File: src/rtl/counter_seq_pkg.sv
// rtl/counter_seq_pkg.sv - shared state type and default widths for counter_sequencer
package counter_seq_pkg;

   localparam int N_DEFAULT  = 32;
   localparam int PW_DEFAULT = 8;

   typedef enum logic [2:0] {
      IDLE,
      LOAD,
      RUN,
      PAUSE,
      DONE
   } state_t;

endpackage

File: src/rtl/down_counter.sv
// rtl/down_counter.sv - N-bit loadable down counter with enable
module down_counter #(
   parameter int N = 32
) (
   input  logic         clock,
   input  logic         reset,
   input  logic         load,
   input  logic [N-1:0] load_value,
   input  logic         enable,
   output logic [N-1:0] value
);

   localparam logic [N-1:0] ONE = {{(N-1){1'b0}}, 1'b1};

   // load takes precedence over decrement; the sequencer never lets it wrap below zero
   always_ff @(posedge clock) begin
      if (reset) begin
         value <= '0;
      end else if (load) begin
         value <= load_value;
      end else if (enable) begin
         value <= value - ONE;
      end
   end

endmodule

File: src/rtl/counter_sequencer.sv
// rtl/counter_sequencer.sv - programmable timer sequencer (optional prescaler: COUNTER_SEQ_PRESCALE_EN)
module counter_sequencer
   import counter_seq_pkg::*;
#(
   parameter int N  = N_DEFAULT,
   parameter int PW = PW_DEFAULT
) (
   input  logic          clock,
   input  logic          reset,
   input  logic          start,
   input  logic          abort,
   input  logic          pause,
   input  logic          resume,
   input  logic          oneshot,
   input  logic [N-1:0]  period,
`ifdef COUNTER_SEQ_PRESCALE_EN
   input  logic [PW-1:0] presc,
`endif
   output logic [N-1:0]  count,
   output logic          tick,
   output logic          busy,
   output logic          done,
   output logic          err
);

   localparam logic [N-1:0]  ONE_N  = {{(N-1){1'b0}}, 1'b1};
   localparam logic [PW-1:0] ONE_PW = {{(PW-1){1'b0}}, 1'b1};

   state_t        state, next_state;
   logic [N-1:0]  per_q;
   logic          one_q;
   logic [PW-1:0] pre_q, pre_next;
   logic [PW-1:0] presc_value;
   logic          step;
   logic          latch;
   logic          tick_next, err_next;
   logic          ctr_load, ctr_enable;
   logic [N-1:0]  ctr_value;

   // without the prescaler a divisor of zero makes every RUN clock a step
`ifdef COUNTER_SEQ_PRESCALE_EN
   assign presc_value = presc;
`else
   assign presc_value = '0;
`endif

   down_counter #(.N(N)) u_counter (
      .clock      (clock),
      .reset      (reset),
      .load       (ctr_load),
      .load_value (ctr_value),
      .enable     (ctr_enable),
      .value      (count)
   );

   assign busy = (state == LOAD) || (state == RUN) || (state == PAUSE);
   assign done = (state == DONE);

   // state, latched period/mode, prescaler and registered pulses
   always_ff @(posedge clock) begin
      if (reset) begin
         state <= IDLE;
         per_q <= '0;
         one_q <= 1'b0;
         pre_q <= '0;
         tick  <= 1'b0;
         err   <= 1'b0;
      end else begin
         state <= next_state;
         pre_q <= pre_next;
         tick  <= tick_next;
         err   <= err_next;
         if (latch) begin
            per_q <= period;
            one_q <= oneshot;
         end
      end
   end

   // next state and counter control; abort beats pause beats terminal step beats start
   always_comb begin
      next_state = state;
      pre_next   = pre_q;
      step       = (pre_q == presc_value);
      latch      = 1'b0;
      tick_next  = 1'b0;
      err_next   = 1'b0;
      ctr_load   = 1'b0;
      ctr_enable = 1'b0;
      ctr_value  = '0;
      if (abort) begin
         next_state = IDLE;
         ctr_load   = 1'b1;
         pre_next   = '0;
      end else begin
         case (state)
            IDLE, DONE: begin
               if (start) begin
                  if (period == '0) begin
                     err_next = 1'b1;
                  end else begin
                     latch      = 1'b1;
                     next_state = LOAD;
                  end
               end
            end
            LOAD: begin
               ctr_load   = 1'b1;
               ctr_value  = per_q - ONE_N;
               pre_next   = '0;
               next_state = RUN;
            end
            RUN: begin
               if (pause) begin
                  next_state = PAUSE;
               end else begin
                  pre_next = step ? '0 : pre_q + ONE_PW;
                  if (step) begin
                     if (count == '0) begin
                        tick_next = 1'b1;
                        if (one_q) begin
                           next_state = DONE;
                        end else begin
                           ctr_load  = 1'b1;
                           ctr_value = per_q - ONE_N;
                        end
                     end else begin
                        ctr_enable = 1'b1;
                     end
                  end
               end
            end
            PAUSE: begin
               if (resume) begin
                  next_state = RUN;
               end
            end
            default: next_state = IDLE;
         endcase
      end
   end

endmodule

File: config.mk
export PLATFORM = sky130hd
export DESIGN_NAME = counter_sequencer
export DESIGN_NICKNAME = d
export VERILOG_FILES = /design/src/rtl/counter_seq_pkg.sv /design/src/rtl/down_counter.sv /design/src/rtl/counter_sequencer.sv
export SDC_FILE = /design/constraint.sdc
export NUM_CORES = 1
export LEC_CHECK = 0
export CORE_MARGIN = 2
export CORE_UTILIZATION = 35
export CTS_CLUSTER_SIZE = 25
export DETAILED_ROUTE_END_ITERATION = 10
export REMOVE_ABC_BUFFERS = 1
export SYNTH_ARGS = -nofsm -noshare
export SYNTH_HDL_FRONTEND = slang
export SYNTH_HIERARCHICAL = 1
export SYNTH_SLANG_ARGS = --single-unit
export TNS_END_PERCENT = 5
File: constraint.sdc
create_clock -name clock -period 3.7 [get_ports clock]
set_input_delay 0.74 -clock clock [delete_from_list [all_inputs] [get_ports clock]]
set_output_delay 0.74 -clock clock [all_outputs]
set_load 0.005 [all_outputs]
# Word level (Yosys, flattened, before mapping)
# Index checks and enable logic that the tools add are counted.
[word_totals]
wordCells = 75
output_inout_bits = 36
input_bits = 39
regBits = 78
[classes]
eq_ne = 11
add_sub_neg = 3
n_reduce_logical = 14
muxes = 36
bitwise_logic = 4
[ops]
columns = ["op", "count"]
rows = [
  ["2-to-1 mux 32 bit", 7],
  ["logical NOT 32 bit", 2],
  ["one-hot mux 32 bit (2 select lines)", 1],
  ["subtractor 32 x 1 -> 32 bit, second input constant", 2],
  ["2-to-1 mux 3 bit", 7],
  ["2-to-1 mux 1 bit", 16],
  ["2-to-1 mux 8 bit", 2],
  ["one-hot mux 8 bit (2 select lines)", 1],
  ["one-hot mux 3 bit (4 select lines)", 1],
  ["adder 8 x 1 -> 8 bit, second input constant", 1],
  ["logical NOT 8 bit", 1],
  ["!= test 2 bit, second input constant", 4],
  ["equality test 3 x 2 -> 1 bit, second input constant", 2],
  ["!= test 3 bit, second input constant", 2],
  ["AND reduction 6 bit", 1],
  ["OR reduction 5 bit", 1],
  ["NOT 1 bit", 4],
  ["nonzero test 2 bit", 2],
  ["OR reduction 2 bit", 2],
  ["OR reduction 4 bit", 1],
  ["equality test 3 x 1 -> 1 bit, second input constant", 1],
  ["equality test 3 bit, second input constant", 1],
  ["logical NOT 3 bit", 1],
  ["!= test 3 x 2 -> 1 bit, second input constant", 1],
  ["other kinds (3)", 4],
]

# Depth between registers and ports, before layout
# Gate-level depths: netlist (run 1).
[depth]
ltp_word = 8
depth_mapped = 12
depth_no_buf = 11

# Modules after synthesis
# The synthesis (run 1) kept the hierarchy.
[by_module_without_submodules]
columns = ["module", "instances", "seq_area_each_um2", "cells_per_inst", "area_per_inst_um2"]
rows = [
  ["counter_sequencer", 1, 920.9, 326, 2732.6],
  ["down_counter", 1, 640.6, 234, 1924.3],
]

# Worst setup path before layout (run 1)
# Ideal clock, no wire load.
[synth_path]
kind = "input port to flip-flop"
start = "in pause"
end = "reg u_counter.value[9]"
setup_slack_ps = 782
n_path_buf = 1
t_arrival_ps = 2833
required_ps = 3614
setup_time_ps = 86
stages = 8
path_cell_list = "nor4b_2 > nand3_1 > nor3_1 > clkbuf_2 > or4b_1 > or4_1 > xor2_1 > a211oi_1"
[synth_between]
elab_chain_cells = 4
word_cells_on_any_way = 11
classes_between = "mux: 10; reduce/logical: 1"
[synth_lines]
columns = ["element", "line_no", "text"]
rows = [
  ["start: declaration", "counter_sequencer.sv:12", "input logic pause,"],
  ["2-to-1 mux 1 bit", "counter_sequencer.sv:114", "if (pause) begin"],
  ["2-to-1 mux 1 bit", "counter_sequencer.sv:96", "case (state)"],
  ["2-to-1 mux 1 bit", "counter_sequencer.sv:91", "if (abort) begin"],
  ["net ctr_enable", "counter_sequencer.sv:37", "logic ctr_load, ctr_enable;"],
  ["nonzero test 2 bit (no source line)", "n/a", ""],
  ["end signal: assignment", "down_counter.sv:20", "value <= load_value;"],
  ["end signal: assignment", "down_counter.sv:22", "value <= value - ONE;"],
  ["end: declaration", "down_counter.sv:10", "output logic [N-1:0] value"],
]
# The timed path passes the listed nets, and every way through them passes these cells.
# A chain may end at the register's enable or synchronous reset.

# Worst setup path in the final report (run 1)
[layout_path]
start = "in pause"
end = "reg u_counter.value[27]"
# Same word-level chain as after synthesis.

==> results of run 1 <==
==> where the power goes <==
part           leakage, nW  total (W)  switching (W)  internal, W
sequential           0.637   0.000942      0.0000633     0.000879
combinational         1.35   0.000505       0.000260     0.000245
clock                0.143   0.000862       0.000345     0.000518
==> through the flow <==
stage / power (W) / instances / setup slack [ps] / utilization [%]
3_5_place_dp: 0.001465 / 792 / 55.00 / 42.51
2_1_floorplan: 0.001274 / 531 / 458.6 / -
4_1_cts: 0.002330 / 808 / 398.4 / 44.67
6_report: 0.002310 / 808 / 354.1 / 44.67
5_1_grt: 0.002434 / 808 / 91.88 / 44.67
3_3_place_gp: 0.001454 / 792 / 159.8 / 42.51
==> logic make-up (layout without fill, tap and decap cells) <==
kind of cell | Yosys count | count (layout) | share of synthesized area (%)
AOI/OAI and AO/OA | 69 | 69 | 10.67
xor gates and xnor gates | 45 | 45 | 8.463
adders and majority gates | 4 | 4 | 1.075
buffers and inverters | 41 | 113 | 3.922
DFF | 78 | 78 | 33.53
muxes | 34 | 34 | 7.308
and+or+nand+nor | 289 | 289 | 35.04
==> worst max-delay path: stages <==
cell and delay, ps:
clkdlybuf4s50_1 470, nor4b_2 340, nand3_1 150, nor3_1 190, buf_4 190, nor4b_2 270
nand4_2 340, or4_1 620, a311oi_1 280
==> metal layers <==
layer | GRT usage, % | vias up | share of wire, %
li1 | - | 2193 | -
met1 | 25.50 | 1996 | 50
met2 | 27.37 | 89 | 44
met3 | 2.874 | 14 | 3.9
met4 | 7.647 | 0 | 2.0
met5 | 0 | - | 0
==> worst paths after layout <==
path | startpoint | end | slack, ps | cells after the start
min reg2reg | pre_q[5] | pre_q[5] | 540 | 2
max | pause | u_counter/value[27] | 350 | 9
min | pre_q[5] | pre_q[5] | 540 | 2
max reg2reg | pre_q[0] | u_counter/value[27] | 600 | 10
==> flip-flops by register name (all words and copies together), names as in the netlist <==
register / flops
err: 1
one_q: 1
per_q: 32
pre_q: 8
state: 3
tick: 1
u_counter/value: 32
==> cell usage in the layout (no fill, tap or decap), types with 15 or more instances in the layout <==
cell type / netlist / layout
clkdlybuf4s50_1: 0 / 73
nor2_1: 123 / 123
mux2i_1: 34 / 34
nor4_1: 33 / 33
dfxtp_1: 78 / 78
nand2_1: 19 / 19
nor3_1: 18 / 18
nand3_1: 15 / 15
a311oi_1: 17 / 17
xnor2_1: 32 / 32
==> layout make-up <==
type / instances / area share, %
Sequential cell: 78 / 26.61
Multi-Input combinational cell: 441 / 49.89
Inverter: 12 / 0.7676
Tap cell: 176 / 3.753
Clock buffer: 11 / 3.966
Clock inverter: 5 / 0.8529
Timing Repair Buffer: 85 / 14.16
==> results.md, run 1 <==
* Area grow syn2layout at 26.01%
* CTS tree: yes
* Max FO, Critical Path at 14
* Yosys cell types at just under 60
* Initial core utilization at a little over a third
* Most used flip-flop cell after synthesis: dfxtp_1
* Largest net degree at the start of global routing at 49
* Iter 0 DRT Violations at 216
* I/O pin cnt at 75
* Cells after synthesis at 560
* Vias at 4,292
* Number of synthesized flops with an enable pin at 0
* ANT cells at 0
* Setup CP Type: input port to flip-flop
* Final net count at 670
* Clk_skew at 6.786 ps
* GRT Total Usage at between 10% and 20%
* Worst hold path type: flip-flop to flip-flop
* Residual overflow from global routing at 0
* Slew of the pin with the lowest slew margin at 899.8 ps
* CP arrival at 3590 ps
* Post-synth top area cell: dfxtp_1
* Final hold slack at ~540 ps
* Number of detailed-route iterations in the first pass at 4
* Post-synth top cells: 123 x nor2_1, 78 x dfxtp_1, 34 x mux2i_1, 33 x nor4_1, 32 x xnor2_1
* Fmax at about 300 MHz
* Placer Congestion at 0.8464
* Tcrit/Tclk final at 90.43%
* Status: finished clean
* Post-route setup TNS at 0 ps
* Core ar. at 13,140 sq um
* Min Tclk post-route at 3346 ps
* Drt via density at roughly 5.3
* Count leader, synth: nor2_1
* # DRC at 0
* Avg Cell Area, Syn at 8.316 sq um
* Share of layout cells above drive strength 1 at 7.911%
* Static leakage at roughly 2.1 nW
* Worst-path clk slew at 60 ps
* Die Wd at 119.4 um
* Peak VDD IR at 0.1720 mV
* Max Root-Sink Buffers at 2
* First-pass GRT wire length at 20,720 um
* CTS Sinks at 78
* Initial antenna violation count at 0
* Post-CTS setup buffers at 0
* Asr flop ratio synth at 0%
* Routed Antenna Nets at 0
* CTS buffer count at 9
* Yosys warns at 6
* Multi-input logic area at 2928 sq um
* Hold Fails Final Rpt at 0
* Mapped cell area at 4657 sq um
* Final setup violation count at 0
* Cell area after placement at between 5000 and 6000 sq um
* PwrDens at 393.6 nW/um^2
* Max Slew Vio Count at 0
* Post-route cell area at around 5900 sq um
* Root buf cell: clkbuf_16
* Vias in the first global route at 4,033
* CP endpoint kind: flip-flop
* Final HPWL DP at 9322 um
* Seq cells post-synth at 78
* Register area share after synthesis at 33.53%
* H-tree depth at 3
* CTS hold repair buffers at 0
* Die height at about 120 um
* Port bufs at 74
* Post-CTS sizing at 0
* Max Cap Violations at 0
* Sequential Area at 1562 sq um
* Data required time at the worst endpoint at 3950 ps
* Post-DR wirelength/cell at 15.38 um
* # rows at 42
* RSZ-0062 raised after global routing: no
* Fill count at 1,360
* Die area at around 14,000 sq um
* DRT Wirelength at ~12,000 um
* Area contributors post-synth: dfxtp_1 34%, nor2_1 9.9%, mux2i_1 7.3%
* Clk_lat worst skew at about 350 ps
* Area fraction of the dominant cell type after synthesis at 33.53%
* CP startpoint kind: input port
* Rel. slew slack at 39.46%
No activity file was read; power rests on OpenSTA's default activity.
==> inputs of run 2 (changes only) <==
--- a/config.mk
+++ b/config.mk
@@ -5,6 +5,7 @@
 export SDC_FILE = /design/constraint.sdc
 export NUM_CORES = 1
 export LEC_CHECK = 0
+export ABC_AREA = 0
 export CORE_MARGIN = 2
 export CORE_UTILIZATION = 35
 export CTS_CLUSTER_SIZE = 25
==> results of run 2 <==
Same layout as run 1: the final DEF is identical, and so are final timing and power.
==> inputs of run 3 (changes only) <==
--- a/config.mk
+++ b/config.mk
@@ -8,9 +8,10 @@
 export ABC_AREA = 0
 export CORE_MARGIN = 2
 export CORE_UTILIZATION = 35
-export CTS_CLUSTER_SIZE = 25
+export CTS_CLUSTER_SIZE = 30
 export DETAILED_ROUTE_END_ITERATION = 10
 export REMOVE_ABC_BUFFERS = 1
+export SKIP_LAST_GASP = 1
 export SYNTH_ARGS = -nofsm -noshare
 export SYNTH_HDL_FRONTEND = slang
 export SYNTH_HIERARCHICAL = 1
==> results of run 3 <==
Same layout as run 1: the final DEF is identical, and so are final timing and power.
